$ cat src/rtl/attn_out_collector_if.sv
// Readback stream between attn_out_collector and its downstream consumer.
//   m_valid : beat valid (collector -> consumer)
//   m_ready : consumer ready (consumer -> collector)
//   m_data  : 128-bit beat payload (four fp32 lanes)
//   m_addr  : output-SRAM address the beat was read from
//   m_last  : final beat of the drain
interface attn_out_collector_if;
  localparam int unsigned DATA_W = 128;
  localparam int unsigned ADDR_W = 7;

  logic              m_valid;
  logic              m_ready;
  logic [DATA_W-1:0] m_data;
  logic [ADDR_W-1:0] m_addr;
  logic              m_last;

  modport master (output m_valid, output m_data, output m_addr, output m_last, input m_ready);
  modport slave  (input m_valid, input m_data, input m_addr, input m_last, output m_ready);
endinterface

$ cat src/rtl/attn_out_collector.sv
// Collects (row, group, data) beats from the attention top into the 128x128
// output SRAM, tracks which entries were written, and after the run drains the
// written entries in ascending address order over a valid/ready stream.
// Ports:
//   clk, rst_n                     : clock, async active-low reset
//   in_valid/in_row/in_group/in_data/in_done : output beat stream + end-of-run pulse
//   O_mem_wr_en/wr_addr/wr_data    : SRAM write port (registered)
//   O_mem_rd_en/rd_addr, O_mem_out : SRAM read port, data READ_LAT cycles after read
//   drain_start                    : begins readback from S_READY
//   m_if (master)                  : readback stream m_valid/m_ready/m_data/m_addr/m_last
//   wr_count, dup_err, proto_err   : distinct entries written, sticky error flags
//   busy, done                     : not-idle status, end-of-drain pulse
module attn_out_collector #(
  parameter int unsigned READ_LAT   = 2,
  parameter int unsigned FIFO_DEPTH = READ_LAT + 2
) (
  input  logic                   clk,
  input  logic                   rst_n,
  input  logic                   in_valid,
  input  logic [1:0]             in_row,
  input  logic [4:0]             in_group,
  input  logic [127:0]           in_data,
  input  logic                   in_done,
  output logic                   O_mem_wr_en,
  output logic [6:0]             O_mem_wr_addr,
  output logic [127:0]           O_mem_wr_data,
  output logic                   O_mem_rd_en,
  output logic [6:0]             O_mem_rd_addr,
  input  logic [127:0]           O_mem_out,
  input  logic                   drain_start,
  attn_out_collector_if.master   m_if,
  output logic [7:0]             wr_count,
  output logic                   dup_err,
  output logic                   proto_err,
  output logic                   busy,
  output logic                   done
);

  localparam int unsigned DATA_W  = 128;
  localparam int unsigned ADDR_W  = 7;
  localparam int unsigned ENTRIES = 128;
  localparam int unsigned CNT_W   = 8;

  typedef enum logic [2:0] {
    S_IDLE,
    S_COLLECT,
    S_READY,
    S_DRAIN,
    S_DONE
  } state_t;

  typedef struct packed {
    logic              vld;
    logic              last;
    logic [ADDR_W-1:0] addr;
  } tag_t;

  typedef struct packed {
    logic              last;
    logic [ADDR_W-1:0] addr;
    logic [DATA_W-1:0] data;
  } beat_t;

  state_t              state, state_n;
  logic [ENTRIES-1:0]  written;
  logic [ADDR_W-1:0]   scan, scan_n;
  logic [CNT_W-1:0]    remaining, remaining_n;
  logic [ADDR_W-1:0]   in_addr;
  logic                wr_accept;
  logic                stray;
  logic                clear_all;
  logic                issue;
  logic                issue_last;
  logic                rd_last;
  tag_t                tag_q [READ_LAT];
  beat_t               fifo_q [FIFO_DEPTH];
  beat_t               fifo_n [FIFO_DEPTH];
  logic [FIFO_DEPTH-1:0] fifo_vld, fifo_vld_n;
  logic [CNT_W-1:0]    fifo_cnt, fifo_cnt_n;
  logic [CNT_W-1:0]    inflight;
  logic                pop;
  logic                push;
  logic                credit;

  assign in_addr = {in_group, in_row};

  // FIFO head is entry 0 of a shifting buffer, so the stream outputs come straight from flops
  assign m_if.m_valid = fifo_vld[0];
  assign m_if.m_data  = fifo_q[0].data;
  assign m_if.m_addr  = fifo_q[0].addr;
  assign m_if.m_last  = fifo_q[0].last;

  assign pop  = fifo_vld[0] && m_if.m_ready;
  assign push = tag_q[READ_LAT-1].vld;

  // Reads not yet in the FIFO: the registered read strobe plus every tag stage
  always_comb begin
    inflight = CNT_W'(O_mem_rd_en);
    for (int i = 0; i < int'(READ_LAT); i++) begin
      inflight = inflight + CNT_W'(tag_q[i].vld);
    end
  end

  // A same-cycle pop frees a slot, which keeps a dense drain at one beat per cycle
  assign credit = (fifo_cnt + inflight) < (CNT_W'(FIFO_DEPTH) + CNT_W'(pop));

  // Next-state and control
  always_comb begin
    state_n     = state;
    scan_n      = scan;
    remaining_n = remaining;
    wr_accept   = 1'b0;
    stray       = 1'b0;
    clear_all   = 1'b0;
    issue       = 1'b0;
    issue_last  = 1'b0;
    case (state)
      S_IDLE, S_COLLECT: begin
        wr_accept = in_valid;
        if (in_done) begin
          state_n = S_READY;
        end else if (in_valid) begin
          state_n = S_COLLECT;
        end
      end
      S_READY: begin
        stray = in_valid;
        if (drain_start) begin
          if (wr_count == '0) begin
            state_n = S_DONE;
          end else begin
            remaining_n = wr_count;
            scan_n      = '0;
            state_n     = S_DRAIN;
          end
        end
      end
      S_DRAIN: begin
        stray = in_valid;
        if (remaining != '0) begin
          if (!written[scan]) begin
            scan_n = scan + ADDR_W'(1);
          end else if (credit) begin
            issue       = 1'b1;
            issue_last  = (remaining == CNT_W'(1));
            remaining_n = remaining - CNT_W'(1);
            scan_n      = scan + ADDR_W'(1);
          end
        end
        if (pop && fifo_q[0].last) begin
          state_n = S_DONE;
        end
      end
      S_DONE: begin
        stray     = in_valid;
        clear_all = 1'b1;
        state_n   = S_IDLE;
      end
      default: state_n = S_IDLE;
    endcase
  end

  // State, scan pointer and status flags
  always_ff @(posedge clk or negedge rst_n) begin
    if (!rst_n) begin
      state     <= S_IDLE;
      scan      <= '0;
      remaining <= '0;
      busy      <= 1'b0;
      done      <= 1'b0;
    end else begin
      state     <= state_n;
      scan      <= scan_n;
      remaining <= remaining_n;
      busy      <= (state_n != S_IDLE);
      done      <= (state_n == S_DONE);
    end
  end

  // SRAM write port
  always_ff @(posedge clk or negedge rst_n) begin
    if (!rst_n) begin
      O_mem_wr_en   <= 1'b0;
      O_mem_wr_addr <= '0;
      O_mem_wr_data <= '0;
    end else begin
      O_mem_wr_en <= wr_accept;
      if (wr_accept) begin
        O_mem_wr_addr <= in_addr;
        O_mem_wr_data <= in_data;
      end
    end
  end

  // Written bitmap, distinct-entry count and sticky errors
  always_ff @(posedge clk or negedge rst_n) begin
    if (!rst_n) begin
      written   <= '0;
      wr_count  <= '0;
      dup_err   <= 1'b0;
      proto_err <= 1'b0;
    end else if (clear_all) begin
      written   <= '0;
      wr_count  <= '0;
      dup_err   <= 1'b0;
      proto_err <= 1'b0;
    end else begin
      if (wr_accept) begin
        written[in_addr] <= 1'b1;
        if (written[in_addr]) begin
          dup_err <= 1'b1;
        end else begin
          wr_count <= wr_count + CNT_W'(1);
        end
      end
      if (stray) begin
        proto_err <= 1'b1;
      end
    end
  end

  // SRAM read port and the tag pipeline that tracks read latency
  always_ff @(posedge clk or negedge rst_n) begin
    if (!rst_n) begin
      O_mem_rd_en   <= 1'b0;
      O_mem_rd_addr <= '0;
      rd_last       <= 1'b0;
      for (int i = 0; i < int'(READ_LAT); i++) begin
        tag_q[i] <= '0;
      end
    end else begin
      O_mem_rd_en <= issue;
      if (issue) begin
        O_mem_rd_addr <= scan;
        rd_last       <= issue_last;
      end
      tag_q[0] <= '{vld: O_mem_rd_en, last: rd_last, addr: O_mem_rd_addr};
      for (int i = 1; i < int'(READ_LAT); i++) begin
        tag_q[i] <= tag_q[i-1];
      end
    end
  end

  // Skid FIFO next state: shift on pop, then append at the first free slot
  always_comb begin
    fifo_n     = fifo_q;
    fifo_vld_n = fifo_vld;
    fifo_cnt_n = fifo_cnt;
    if (pop) begin
      for (int i = 0; i < int'(FIFO_DEPTH) - 1; i++) begin
        fifo_n[i]     = fifo_q[i+1];
        fifo_vld_n[i] = fifo_vld[i+1];
      end
      fifo_vld_n[FIFO_DEPTH-1] = 1'b0;
      fifo_cnt_n = fifo_cnt - CNT_W'(1);
    end
    if (push) begin
      for (int i = 0; i < int'(FIFO_DEPTH); i++) begin
        if (CNT_W'(i) == fifo_cnt_n) begin
          fifo_n[i]     = '{last: tag_q[READ_LAT-1].last, addr: tag_q[READ_LAT-1].addr, data: O_mem_out};
          fifo_vld_n[i] = 1'b1;
        end
      end
      fifo_cnt_n = fifo_cnt_n + CNT_W'(1);
    end
  end

  always_ff @(posedge clk or negedge rst_n) begin
    if (!rst_n) begin
      for (int i = 0; i < int'(FIFO_DEPTH); i++) begin
        fifo_q[i] <= '0;
      end
      fifo_vld <= '0;
      fifo_cnt <= '0;
    end else begin
      fifo_q   <= fifo_n;
      fifo_vld <= fifo_vld_n;
      fifo_cnt <= fifo_cnt_n;
    end
  end

endmodule
$ cat src/flat_wrapper.sv
// flat-port wrapper written by rule: the top's interface ports become plain ports
module attn_out_collector_flat 
#(
  parameter int unsigned READ_LAT   = 2,
  parameter int unsigned FIFO_DEPTH = READ_LAT + 2
)
  (clk, rst_n, in_valid, in_row, in_group, in_data, in_done, O_mem_wr_en, O_mem_wr_addr, O_mem_wr_data, O_mem_rd_en, O_mem_rd_addr, O_mem_out, drain_start, wr_count, dup_err, proto_err, busy, done, m_if_m_valid, m_if_m_data, m_if_m_addr, m_if_m_last, m_if_m_ready);
  attn_out_collector_if m_if_i ();
  input  logic clk;
  input  logic rst_n;
  input  logic in_valid;
  input  logic [1:0] in_row;
  input  logic [4:0] in_group;
  input  logic [127:0] in_data;
  input  logic in_done;
  output logic O_mem_wr_en;
  output logic [6:0] O_mem_wr_addr;
  output logic [127:0] O_mem_wr_data;
  output logic O_mem_rd_en;
  output logic [6:0] O_mem_rd_addr;
  input  logic [127:0] O_mem_out;
  input  logic drain_start;
  output logic [7:0] wr_count;
  output logic dup_err;
  output logic proto_err;
  output logic busy;
  output logic done;
  output wire logic [$bits(m_if_i.m_valid)-1:0] m_if_m_valid;
  output wire logic [$bits(m_if_i.m_data)-1:0] m_if_m_data;
  output wire logic [$bits(m_if_i.m_addr)-1:0] m_if_m_addr;
  output wire logic [$bits(m_if_i.m_last)-1:0] m_if_m_last;
  input wire logic [$bits(m_if_i.m_ready)-1:0] m_if_m_ready;
  assign m_if_m_valid = m_if_i.m_valid;
  assign m_if_m_data = m_if_i.m_data;
  assign m_if_m_addr = m_if_i.m_addr;
  assign m_if_m_last = m_if_i.m_last;
  assign m_if_i.m_ready = m_if_m_ready;
  attn_out_collector #(.READ_LAT(READ_LAT), .FIFO_DEPTH(FIFO_DEPTH)) u_core (.clk(clk), .rst_n(rst_n), .in_valid(in_valid), .in_row(in_row), .in_group(in_group), .in_data(in_data), .in_done(in_done), .O_mem_wr_en(O_mem_wr_en), .O_mem_wr_addr(O_mem_wr_addr), .O_mem_wr_data(O_mem_wr_data), .O_mem_rd_en(O_mem_rd_en), .O_mem_rd_addr(O_mem_rd_addr), .O_mem_out(O_mem_out), .drain_start(drain_start), .m_if(m_if_i), .wr_count(wr_count), .dup_err(dup_err), .proto_err(proto_err), .busy(busy), .done(done));
endmodule
$ cat config.mk
export PLATFORM = sky130hd
export DESIGN_NAME = attn_out_collector_flat
export DESIGN_NICKNAME = d
export VERILOG_FILES = /design/src/rtl/attn_out_collector_if.sv /design/src/rtl/attn_out_collector.sv /design/src/flat_wrapper.sv
export SDC_FILE = /design/constraint.sdc
export NUM_CORES = 2
export LEC_CHECK = 0
export CORE_MARGIN = 3
export CORE_UTILIZATION = 28
export DETAILED_ROUTE_END_ITERATION = 10
export DONT_BUFFER_PORTS = 1
export PLACE_DENSITY = 0.44
export SYNTH_ARGS = -nofsm -noshare
export SYNTH_HDL_FRONTEND = slang
export SYNTH_SLANG_ARGS = --single-unit
$ cat constraint.sdc
create_clock -name clk -period 3.75 [get_ports clk]
set_clock_uncertainty 0.1 [all_clocks]
set_input_delay 0.5625 -clock clk [delete_from_list [all_inputs] [get_ports clk]]
set_output_delay 0.5625 -clock clk [all_outputs]
set_load 0.01 [all_outputs]
==> Yosys cells after proc, flatten, opt, wreduce, memory -nomap -nowiden <==
Index checks and enable logic that the tools add are counted.
W data, S select, Z words.
{ "classes": {"bitwise": 1, "n_addsub": 9, "muxes": 59, "order_cmp": 4, "eq_ne": 16, "n_reduce_logical": 19} }
{ "op_table": {"columns": ["operator", "count"], "rows": [
  ["$mux W136", 4],
  ["$mux W544", 1],
  ["$mux W408", 1],
  ["$mux W128", 2],
  ["$or A128 B128 Y128", 1],
  ["$mux W8", 10],
  ["$mux W7", 5],
  ["$mux W1", 23],
  ["$add A8 B1 Y8 const B", 2],
  ["$eq A2 B8 Y1 const A", 2],
  ["$logic_not A8 Y1", 2],
  ["$lt A7 B8 Y1 const B", 2],
  ["$pmux W8 S2", 1],
  ["$sub A8 B1 Y8 const B", 2],
  ["$mux W3", 5],
  ["$bmux W1 S7", 2],
  ["$pmux W7 S2", 1],
  ["$pmux W3 S3", 1],
  ["$add A8 B1 Y8", 1],
  ["$add A8 B8 Y8", 1],
  ["$eq A1 B8 Y1 const A", 1],
  ["$eq A8 B1 Y1 const B", 1],
  ["$lt A8 B8 Y1", 1],
  ["$mux W4", 2],
  ["other kinds (21)", 34]
]} }
{ "word_totals": {"register_bits": 877} }

==> Depth between registers and ports, before layout <==
{ "depth": {"ltp_word": 8, "ltp_mapped": 11, "depth_no_buf": 10} }

==> Least setup slack after synthesis <==
OpenSTA, ideal clock, no wires.
{ "synth_timing": {"path_type": "register to register", "start": "register u_core.O_mem_rd_en", "end": "register u_core.remaining[3]", "arrival_time_ps": 3156, "setup_time_ps": 126, "t_required_ps": 3524, "stages_incl_launch_ff": 12, "setup_slack_ps": 368, "synth_period_minus_slack_ps": 3382, "path_cell_list": "dfrtp_1 ha_1 inv_1 fa_1 fa_1 nor3_1 a21oi_1 nor3_1 nand2_1 or2_2 buf_2 a221o_1"} }
{ "synth_via": {"elab_chain_len": 6} }
{ "synth_rtl": {"columns": ["element", "line_no", "source"], "rows": [
  ["start, declared", "attn_out_collector.sv:27", "output logic O_mem_rd_en,"],
  ["start signal, assigned", "attn_out_collector.sv:232", "O_mem_rd_en <= issue;"],
  ["$add A1 B1 Y2", "attn_out_collector.sv:100", "inflight = inflight + CNT_W'(tag_q[i].vld);"],
  ["$add A8 B1 Y8", "attn_out_collector.sv:100", null],
  ["$add A8 B8 Y8", "attn_out_collector.sv:105", "assign credit = (fifo_cnt + inflight) < (CNT_W'(FIFO_DEPTH) + CNT_W'(pop));"],
  ["$lt A8 B8 Y1", "attn_out_collector.sv:105", null],
  ["$ne A2 B1 Y1 (no source line)", null, null],
  ["$reduce_and A6 Y1 (no source line)", null, null],
  ["end signal, assigned", "attn_out_collector.sv:174", "remaining <= remaining_n;"],
  ["end, declared", "attn_out_collector.sv:67", "logic [CNT_W-1:0] remaining, remaining_n;"]
]} }
No other way between the ends.
A chain may end at the register's enable or synchronous reset.

==> Worst setup path after layout <==
{ "layout_timing": {"start": "register u_core.O_mem_rd_en", "end": "register u_core.remaining[1]"} }
Same word-level chain as after synthesis.

==> reports/results.tsv <==
stage	metric	value	unit
power	peak supply drop	0.3672	mV
floorplanning	die height	381.1	microns
yosys	Syn. warnings	0	
layout	layout cell share with drive strength beyond 1	0.1119	
place	global placement routability congestion	0.7752	
yosys	Avg Inst Size Synth	9.372	sq um
power	Int Pwr	21.49	mW
worst_setup_path	reg2reg setup slack	0.25	ns
yosys	mapped cell area	39400	sq um
yosys	Netlist cell types	67	
power	Design Power	31.45	mW
worst_hold_path	HP Class	in2async	
power	P_leak	21.65	nW
sta	final hold violations	242	
sta	headroom to the max-slew limit	0.1616	
cts	Longest Clk Path Bufs	3	
cts	H-tree Lvls	3	
worst_setup_path	CP Capture Type	flop	
floorplanning	die area	145300	sq um
sta	Hold Worst Slack	-0.5359	ns
floorplanning	Cell Rows	137	
drt	Via density	4.796	
yosys	main combinational cell family by area after synthesis	simple AND/OR/NAND/NOR gates	
sta	setup ws final	0.2461	ns
layout	Filler Cell Count	14170	
floorplanning	I/O pins	562	
drt	Antenna Nets Post-Route	0	
yosys	Compound-Gate Fraction of Synth Area	0.09978	
drt	# DRC	0	
cts	Skew-Pair Late Insertion Delay	0.70	ns
cts	clock-pin slew on the worst setup and hold paths	0.06	ns
drt	number of DRC markers in iteration 0	2161	
floorplanning	core area	139700	sq um
global_route	vias in the first global route	29490	
yosys	Syn Inst Count	4204	
yosys	Most used DFF post-synth	dfrtp_1	
job	MaxCap Viol Count	0	
global_route	global-route wire length before repair	183900	microns
worst_setup_path	CP required	4.28	ns
layout	Layout Utilization	0.3370	
power	PD cells	667.9	nW/um^2
drt	WL per Instance	19.30	microns
sta	Tmin final	3.504	ns
yosys	Post-Synth Simple-Gate Area	0.1936	
cts	root buf cell	clkbuf_16	
worst_setup_path	Startpoint Class	flop	
yosys	post-synthesis xor/xnor area fraction	0.002890	
layout	commonest non-fill, non-tap cell in the layout	nand2_1	
sta	max-slew violations	0	
power	Clock power frac	0.343	
worst_setup_path	CP Max Fanout	9	
worst_setup_path	Worst EP arrival	4.03	ns
global_route	largest net degree at the start of global routing	269	
cts	number of buffers created by CTS	106	
power	Comb power frac	0.175	
drt	DRT Pass-1 Iters	5	
place	Place WS	-0.2015	ns
drt	via count	29710	
yosys	synthesized flop and latch total	877	
power	Sequential Power Share	0.482	
floorplanning	Die Span X	381.1	microns
cts	CTS tree	yes	
cts	Setup Buffers After CTS	0	
sta	Final Setup Violations	0	
power	Net Switching	9.953	mW
yosys	Post-synth EDFFs	0	
sta	fmax	0.2854	GHz
yosys	Synth Area in Adders	0.005144	
place	Cells after DPL	5725	
global_route	initial antenna violation count	12	
worst_setup_path	kind of critical path	reg2reg	
worst_setup_path	R2R depth	11	
yosys	post-synthesis sequential area ratio	0.5570	
layout	most used cells in the layout excluding fill and tap cells	nand2_1, dfrtp_1, nor2_1, a31oi_1, dlygate4sd3_1	
outcome	failing checks	negative hold slack	
worst_setup_path	r2r endpoint	u_core.remaining[1]	
worst_setup_path	critical path launch point	u_core.O_mem_rd_en	
global_route	total grt overflow	0	
global_route	GRT Util Overall	0.1603	
layout	non-filler cells, final	6194	
floorplanning	initial core utilization	0.2820	
worst_setup_path	r2r startpoint	u_core.O_mem_rd_en	
sta	actual slew at the worst max-slew pin	1.246	ns
outcome	status	finished with violations	
layout	Nets	4510	
yosys	asr flop ratio synth	1.000	
yosys	post-synth net total	4488	
sta	part of the cycle the worst path needs	0.9344	
sta	unrepaired setup endpoints after global routing	no	
drt	WL final	119500	microns
power	switching share of total power	0.3165	
place	port bufs	0	
place	hpwl dp	73960	microns
cts	clock sink count	877	
layout	synthesis-to-finish area growth	19.50	%
yosys	post-synthesis mux area share	0.08346	
==> cell families (layout without fill, tap and decap cells) <==
logic type / after synthesis / after routing
compound gates: 642 / 642
xor+xnor: 13 / 13
fa+ha+maj: 15 / 15
buf+inv: 454 / 559
flops: 877 / 877
mux: 243 / 243
other cells: 0 / 9
simple gates: 1960 / 1960
==> cell type report <==
| type | instances | area, sq um | area share |
|---|---|---|---|
| clock buffers | 156 | 3102 | 0.06588 |
| clock inverters | 35 | 583.1 | 0.01238 |
| flip-flops and latches | 877 | 21950 | 0.4662 |
| multi-input cells | 2873 | 15270 | 0.3242 |
| well taps | 1876 | 2347 | 0.04986 |
| inverters | 22 | 85.08 | 0.001807 |
| repair buffers | 346 | 3729 | 0.07919 |
| diodes | 9 | 22.52 | 0.0004784 |
==> power groups by stage <==
stage	Sequential (mW)	Clock [mW]	Combinational, mW
floorplan	14.0	0	5.19
global placement	15.3	0	5.08
detailed placement	15.3	0	5.25
CTS	15.2	11.2	5.57
global route	15.6	11.6	6.27
finish	15.2	10.8	5.52
==> sequential cells by signal, indices dropped and copies added, names as in the netlist, 4 cells and up <==
| name | cells |
|---|---|
| u_core.fifo_q | 408 |
| u_core.O_mem_wr_data | 128 |
| u_core.m_if.m_data | 128 |
| u_core.written | 128 |
| u_core.tag_q | 17 |
| u_core.fifo_cnt | 8 |
| u_core.remaining | 8 |
| u_core.wr_count | 8 |
| u_core.O_mem_rd_addr | 7 |
| u_core.O_mem_wr_addr | 7 |
| u_core.m_if.m_addr | 7 |
| u_core.scan | 7 |
| u_core.fifo_vld | 4 |
==> worst max-delay path, cell delays in order, from the launching register on <==
cell and delay (ns):
dfrtp_1 0.38, ha_1 0.29, inv_1 0.06, fa_1 0.46, fa_1 0.47, nor3_1 0.21, a21oi_1 0.07, nor3_1 0.45
nand2_1 0.13, buf_4 0.19, o21ai_1 0.39, mux2i_1 0.23
==> worst max path at each step <==
stage / end / depth (start not counted)
after floorplan: u_core.remaining[3] / 11
after global placement: u_core.scan[0] / 3
after detailed placement: u_core.scan[0] / 3
after CTS: u_core.remaining[1] / 11
after global routing: u_core.remaining[3] / 10
final: u_core.remaining[1] / 11
==> cells in the mapped netlist, types with 17 or more instances <==
master       n  area [sq um]
a21oi_1    141         705.7
a31oi_1    417          2609
buf_2       30         150.1
buf_4      140          1051
clkbuf_1   245         919.6
dfrtp_1    877         21950
inv_1       19         71.32
mux2_2     165          1858
mux2i_1     27         270.3
mux4_2      48          1081
nand2_1   1271          4771
nand3_1     17         85.08
nor2_1     580          2177
nor3_1      23         115.1
o21ai_0     21         105.1
==> per-stage QoR <==
step                      TNS, ns  area, sq um
after floorplan                 0        39400
after global placement     -31.76        40630
after detailed placement   -26.73        40630
after CTS                       0        46980
after global routing            0        47070
final                           0        47080
==> metal layers <==
metal	vias to the layer above	part of all wire	track usage
li1	14040	-	-
met1	14670	0.43	0.2095
met2	850	0.46	0.2529
met3	143	0.084	0.05355
met4	6	0.023	0.04496
met5	-	0.00034	0
==> timing repair <==
action                                  4_1_cts  5_1_grt
endpoints found under the hold margin       812      116
hold buffers                                266        1
endpoints found under the setup margin        0        5
resized for setup                             0        1
(Power assumes the default switching activity.)
